<file path="src/rtl/fetch_queue.sv">
// fetch_queue: instruction prefetch queue with credit-limited requests and redirect flush
//
// Issues word-aligned instruction-memory reads, buffers the in-order responses
// in a DEPTH-entry FIFO and presents them to the execute stage. A redirect
// flushes the FIFO and restarts fetch; responses still owed by memory for the
// abandoned path are counted out in the DRAIN state before fetch resumes.
//
// Build option: define FETCH_QUEUE_BYPASS_EN to let a response reach out_* in
// the same cycle when the FIFO is empty. Undefined (default) gives a fully
// registered path from rsp_* to out_* with one cycle of latency.
//
// Ports:
//   clk, rst          rising-edge clock, synchronous active-high reset
//   req_valid/ready   instruction-memory read handshake
//   req_addr          fetch address (word aligned)
//   rsp_valid/data    in-order read data from memory
//   redirect/_pc      flush and restart fetch at redirect_pc (low bits ignored)
//   out_valid/ready   head-entry handshake to the execute stage
//   out_inst, out_pc  head instruction word and its address (0 when empty)
module fetch_queue #(
    parameter int          DEPTH    = 4,
    parameter logic [31:0] RESET_PC = 32'h0000_0000
) (
    input  logic        clk,
    input  logic        rst,
    output logic        req_valid,
    input  logic        req_ready,
    output logic [31:0] req_addr,
    input  logic        rsp_valid,
    input  logic [31:0] rsp_data,
    input  logic        redirect,
    input  logic [31:0] redirect_pc,
    output logic        out_valid,
    input  logic        out_ready,
    output logic [31:0] out_inst,
    output logic [31:0] out_pc
);
    localparam int AW = $clog2(DEPTH);
    localparam int CW = $clog2(DEPTH + 1);

    typedef enum logic {RUN, DRAIN} state_t;

    state_t        state;
    logic [31:0]   fetch_pc;
    logic [31:0]   rsp_pc;
    logic [CW-1:0] inflight;
    logic [CW-1:0] count;
    logic [CW-1:0] drop;
    logic [AW-1:0] head;
    logic [AW-1:0] tail;
    logic [31:0]   mem_pc   [DEPTH];
    logic [31:0]   mem_inst [DEPTH];

    logic          run;
    logic          fifo_valid;
    logic          bypass;
    logic          accept;
    logic          push;
    logic          pop;
    logic [CW:0]   credit_used;
    logic [CW-1:0] inflight_left;
    logic [31:0]   redirect_aligned;

    assign run = !rst && state == RUN;

    // Every accepted request owns a FIFO slot until its entry is popped, so
    // inflight+count never exceeds DEPTH. Using the registered count means a
    // pop only frees credit from the following cycle.
    assign credit_used = {1'b0, inflight} + {1'b0, count};
    assign req_valid   = run && !redirect && credit_used < (CW + 1)'(DEPTH);
    assign req_addr    = rst ? RESET_PC : fetch_pc;
    assign accept      = req_valid && req_ready;

    assign fifo_valid = run && count != '0;
`ifdef FETCH_QUEUE_BYPASS_EN
    assign bypass = run && !redirect && count == '0 && rsp_valid;
`else
    assign bypass = 1'b0;
`endif

    assign out_valid = fifo_valid || bypass;
    assign out_inst  = fifo_valid ? mem_inst[head] : bypass ? rsp_data : '0;
    assign out_pc    = fifo_valid ? mem_pc[head]   : bypass ? rsp_pc   : '0;

    // A bypassed response consumed immediately never enters the FIFO.
    assign push = run && !redirect && rsp_valid && !(bypass && out_ready);
    assign pop  = fifo_valid && !redirect && out_ready;

    // Responses arriving together with a redirect belong to the old path and
    // are simply not counted as still owed.
    assign inflight_left    = inflight - CW'(rsp_valid);
    assign redirect_aligned = redirect_pc & ~32'h3;

    always_ff @(posedge clk) begin
        if (rst) begin
            state    <= RUN;
            fetch_pc <= RESET_PC;
            rsp_pc   <= RESET_PC;
            inflight <= '0;
            count    <= '0;
            drop     <= '0;
            head     <= '0;
            tail     <= '0;
        end else if (redirect) begin
            fetch_pc <= redirect_aligned;
            rsp_pc   <= redirect_aligned;
            inflight <= inflight_left;
            drop     <= inflight_left;
            count    <= '0;
            head     <= '0;
            tail     <= '0;
            state    <= inflight_left != '0 ? DRAIN : RUN;
        end else if (state == DRAIN) begin
            inflight <= inflight_left;
            drop     <= drop - CW'(rsp_valid);
            if (rsp_valid && drop == CW'(1))
                state <= RUN;
        end else begin
            if (accept)
                fetch_pc <= fetch_pc + 32'd4;
            if (rsp_valid)
                rsp_pc <= rsp_pc + 32'd4;
            inflight <= inflight_left + CW'(accept);
            if (push)
                tail <= tail + AW'(1);
            if (pop)
                head <= head + AW'(1);
            count <= count + CW'(push) - CW'(pop);
        end
    end

    always_ff @(posedge clk) begin
        if (push) begin
            mem_pc[tail]   <= rsp_pc;
            mem_inst[tail] <= rsp_data;
        end
    end
endmodule

</file>
<file path="config.mk">
export PLATFORM = sky130hd
export DESIGN_NAME = fetch_queue
export DESIGN_NICKNAME = d
export VERILOG_FILES = /design/src/rtl/fetch_queue.sv
export SDC_FILE = /design/constraint.sdc
export NUM_CORES = 1
export LEC_CHECK = 0
export CORE_ASPECT_RATIO = 1.5
export CORE_UTILIZATION = 45
export DETAILED_ROUTE_END_ITERATION = 8
export GPL_TIMING_DRIVEN = 0
export PLACE_DENSITY_LB_ADDON = 0.1
export SLEW_MARGIN = 30
export SYNTH_ARGS = -nofsm -noshare
export SYNTH_HDL_FRONTEND = slang
export SYNTH_SLANG_ARGS = --single-unit
</file>
<file path="constraint.sdc">
create_clock -name clk -period 3.95 [get_ports clk]
set_clock_uncertainty 0.05 [all_clocks]
set_input_delay 0.395 -clock clk [delete_from_list [all_inputs] [get_ports clk]]
set_output_delay 0.395 -clock clk [all_outputs]
set_load 0.1 [all_outputs]
</file>
# After elaboration in Yosys (flattened, before gate mapping)

Memory sizes are Yosys's and may differ from the RTL's. A register that Yosys moved wholly into a read port is not among the register bits.
Index checks and enable logic that the tools add are counted.

Register bits after elaboration: 78
RAM bits: 256
Word-level logic and storage cells: 72
Memories: 2

$add $sub $neg: 10
Magnitude comparators: 1
Equality and inequality tests: 2
Mux-type cells: 23
Bitwise logic cells: 1
Reductions and logical operators: 23

Memories:

| memory   | words | width | rd ports | clocked after Yosys merged registers in | write ports | line | text |
|---|---|---|---|---|---|---|---|
| mem_inst | 4     | 32    | 1        | 1                                       | 1           | 52   | `logic [31:0] mem_inst [DEPTH];` |
| mem_pc   | 4     | 32    | 1        | 1                                       | 1           | 51   | `logic [31:0] mem_pc [DEPTH];` |

Operators with widths:

| kind                  | count |
|---|---|
| $mux 32               | 9 |
| $add 32x3->32 const B | 2 |
| $mux 3                | 4 |
| $reduce_and 2->1      | 6 |
| $logic_and 1x1->1     | 9 |
| $sub 3x1->3           | 3 |
| $mux 2                | 4 |
| $add 3x1->3           | 2 |
| $mux 1                | 6 |
| $reduce_bool 2->1     | 3 |
| $reduce_bool 3->1     | 2 |
| $add 2x1->2 const B   | 2 |
| $add 3x3->4           | 1 |
| $lt 4x3->1 const B    | 1 |
| $eq 3x1->1 const B    | 1 |
| $logic_not 1->1       | 2 |
| $ne 2x2->1 const B    | 1 |
| $reduce_or 2->1       | 1 |
| $not 1->1             | 1 |

# Longest topological paths before layout

Depth in word-level cells: 8
Gate-level depth with buffers: 13

# Worst setup path after synthesis

OpenSTA, ideal clock, no wires.

Path kind: input -> register
Start: input port redirect
End: memory mem_inst[0][0], enable pin
Library setup time: 0.427 ns
Arrival time: 2.658 ns
Required time: 3.473 ns
Slack: 0.815 ns
Stages: 4
Path through: clkbuf_1 > clkbuf_1 > nor2_1 > and3_1

Cells in the longest elaborated chain, start to end: 5

Ends and longest elaborated chain:

| what                           | line | text |
|---|---|---|
| start: declaration             | 31   | `input logic redirect,` |
| $logic_not 1->1                | 86   | `assign push = run && !redirect && rsp_valid && !(bypass && out_ready);` |
| $logic_and 1x1->1 (2 in a row) | 86   |  |
| $mux 1                         | 133  | `if (push) begin` |
| $mux 1 (implied by the code)   | 135  | `mem_inst[tail] <= rsp_data;` |
| end: declaration               | 52   |  |

Every way passes these cells.

# Worst setup path after layout

Start: register count[1]
End: output port out_inst[22]

Cells in the longest elaborated chain, start to end: 3

Ends and longest elaborated chain:

| what                     | line | text |
|---|---|---|
| start: declaration       | 47   | `logic [CW-1:0] count;` |
| start signal: assignment | 128  | `count <= count + CW'(push) - CW'(pop);` |
| $reduce_bool 3->1        | 74   | `assign fifo_valid = run && count != '0;` |
| $logic_and 1x1->1        | 74   |  |
| $mux 32                  | 82   | `assign out_inst = fifo_valid ? mem_inst[head] : bypass ? rsp_data : '0;` |
| end: declaration         | 35   | `output logic [31:0] out_inst,` |

Every way passes these cells.

==> flow_summary.ini <==
[outcome]
status = completed

[timing]
finalSetupViolCount = 0
post-route-period-util_pct = 94.0
max_slew_margin_pct = 31.7
rsz0062_at_grt = no
worst_slack_ps = 236
fin_crit_ps = 3710
maxSlewViolCount = 0
whs_ps = 388
hold_viol_final = 0
tightestPinTransition_ps = 1030
tns_ps = 0
max_freq_mhz = 269

[routing]
viasPerCell = 5.43
vias = 8612
ant_nets = 0
drt_wl_total_um = 32100
drc = 0
first_iter_violations = 481
drt_pass1_iterations = 5
wire_per_inst_um = 20.3

[synthesis]
synth.top_cells.by_area = edfxtp_1 54%, dfxtp_1 11%, mux4_2 10%
syn-cell-area_mm2 = 0.0139
synthCells = 964
synth_edf_count = 248
syn_area_per_cell_um2 = 14.4
synth_top_area_share_pct = 53.6
yosysTopAreaCell = edfxtp_1
yosysMostFrequentCell = edfxtp_1
synthTopCellsByCount = 248 x edfxtp_1, 92 x nor2b_1, 76 x dfxtp_1, 62 x mux4_2, 51 x nor2_1
ys_warn_count = 0
synth_ff_type = edfxtp_1
yosys_register_bits = 324
ys_types = 61
yosysSeqAreaShare_pct = 64.6
ys_async_sr_fraction_pct = 0

[worst_setup_path]
worstPathMaxFanout = 10
criticalPathCategory = reg -> out
cp-end-kind = primary output
critPathArrivalTime_ps = 3270
startpoint_type = flop
crit_required_ps = 3500

[cts]
holdBufCountCts = 0
numCtsBuffers = 29
cts_max_level = 1
cts_tree = done
root_buffer = clkbuf_16
clk-insertion-delay-late_ps = 560
clkSlewWorstSetupHoldPaths_ps = 60
clock-sinks = 324
clockBufferDepth = 3

[worst_hold_path]
hold_path_class = in -> reg

[placement]
numPlacedInstances = 1531
hpwlAfterDp_um = 22100
io_buffer_count = 160
gp_congestion = 0.894
dpl_cell_area_mm2 = 0.0161
place_worst_setup_slack_ps = -67.3

[finish]
fillerInstances = 2532
design_area_mm2 = 0.0170
synthToLayoutAreaGrowth_pct = 22.5
drive_gt1_share_pct = 12.4
antenna_cells = 0
final_cells = 1585
fin_util_pct = 56.2
nNetsFinal = 1249

[floorplan]
die-area_mm2 = 0.0316
fp.dieH_um = 217
rows = 78
dieWidth_um = 145
design.core.area_mm2 = 0.0303
start_util_pct = 45.9
ios = 168

[power_and_ir_drop]
total_power_mw = 7.29
vdd_drop_max_mv = 0.293
cellLeakagePower_nw = 5.78
cellPowerDensity_mw_per_mm2 = 429

[global_routing]
grt_max_degree = 40
grt_usage_pct = 20.7
grt_pass1_wl_um = 50300
antenna_found_initial = 0
grt_overflow = 0
grt_pass1_vias = 9010

[job]
drv_cap = 0
-- cells by family (layout without fill, tap and decap cells) --
logic type / after synthesis / in the layout / share of synthesized area, %
AO/OA/AOI/OAI: 112 / 112 / 5.33
XOR/XNOR: 40 / 40 / 2.52
adder cells (fa/ha/maj): 17 / 17 / 1.59
buffers and inverters: 88 / 306 / 2.73
flip-flops: 324 / 324 / 64.6
multiplexers: 67 / 67 / 10.4
other: 1 / 4 / 0.0270
AND/OR/NAND/NOR: 315 / 315 / 12.8
-- cell usage in the layout (no fill, tap or decap), types with 5 or more instances in the layout --
| cell | count |
|---|---|
| xnor2_1 | 32 |
| nor4_2 | 5 |
| nor4_1 | 9 |
| clkbuf_16 | 29 |
| or4_1 | 5 |
| a21boi_0 | 14 |
| or3_1 | 7 |
| dlygate4sd2_1 | 59 |
| buf_4 | 6 |
| buf_2 | 9 |
| a21oi_1 | 29 |
| clkbuf_1 | 41 |
| xor2_1 | 8 |
| nand4_1 | 19 |
| and3_1 | 11 |
| and4_1 | 5 |
| nor2b_1 | 92 |
| mux4_2 | 62 |
| dfxtp_1 | 76 |
| a211oi_1 | 12 |
| nor2_1 | 51 |
| inv_1 | 29 |
| nand3_1 | 26 |
| a31oi_1 | 12 |
| o21ai_0 | 13 |
| edfxtp_1 | 248 |
| clkinv_1 | 5 |
| ha_1 | 16 |
| nand2_1 | 50 |
| nor3_1 | 16 |
| buf_1 | 8 |
| clkdlybuf4s50_1 | 99 |
-- critical path, cell delays in order (launching register included) --
cell	delay, ps
dfxtp_1	450
nor3_1	100
or3_1	370
clkbuf_1	320
clkbuf_1	360
nor2b_1	220
dlygate4sd2_1	870
-- flip-flops by register name, indices dropped and copies added (netlist names), named ones only --
register,count
fetch_pc,30
drop,3
rsp_pc,30
mem_inst,128
count,3
tail,2
state,1
head,2
mem_pc,120
inflight,3
-- report_power, final --
| group | internal [mW] | switching (mW) |
|---|---|---|
| Combinational | 0.208 | 0.364 |
| Clock | 1.67 | 1.22 |
| Sequential | 3.74 | 0.0815 |
| Total | 5.62 | 1.67 |
-- layer usage --
layer / vias to the layer above / global-route usage [%] / wire, µm
met5: - / 0 / 0
met1: 4233 / 24.2 / 12400
li1: 4042 / - / -
met3: 57 / 2.75 / 1700
met4: 0 / 8.77 / 1110
met2: 280 / 38.1 / 16900
-- path summary, 6_finish.rpt --
| check | startpoint | depth (start not counted) | to | slack, ps |
|---|---|---|---|---|
| hold / removal | redirect_pc[5] | 3 | rsp_pc[5]$_SDFFE_PP0P_ | 390 |
| setup / recovery | count[1]$_SDFFE_PP0N_ | 6 | out_inst[22] | 240 |
| setup reg to reg | state$_SDFF_PP0_ | 13 | count[2]$_SDFFE_PP0N_ | 670 |
| hold reg to reg | fetch_pc[15]$_SDFFE_PP0P_ | 1 | fetch_pc[15]$_SDFFE_PP0P_ | 450 |
-- layout make-up --
cell class | instances | area [µm²] | share of cell area [%]
Inverter | 30 | 113 | 0.662
Multi-Input combinational cell | 555 | 4570 | 26.9
Timing Repair Buffer | 164 | 1610 | 9.48
Clock buffer | 40 | 797 | 4.69
Buffer | 58 | 267 | 1.57
Tap cell | 400 | 500 | 2.94
Clock inverter | 14 | 174 | 1.02
Sequential cell | 324 | 8970 | 52.7
-- what timing repair did --
action,CTS,global route
endpoints found under the hold margin,0,0
endpoints found under the setup margin,59,1
resized for setup,59,1
buffers inserted,0,0
Power figures use the tool's default switching activity.
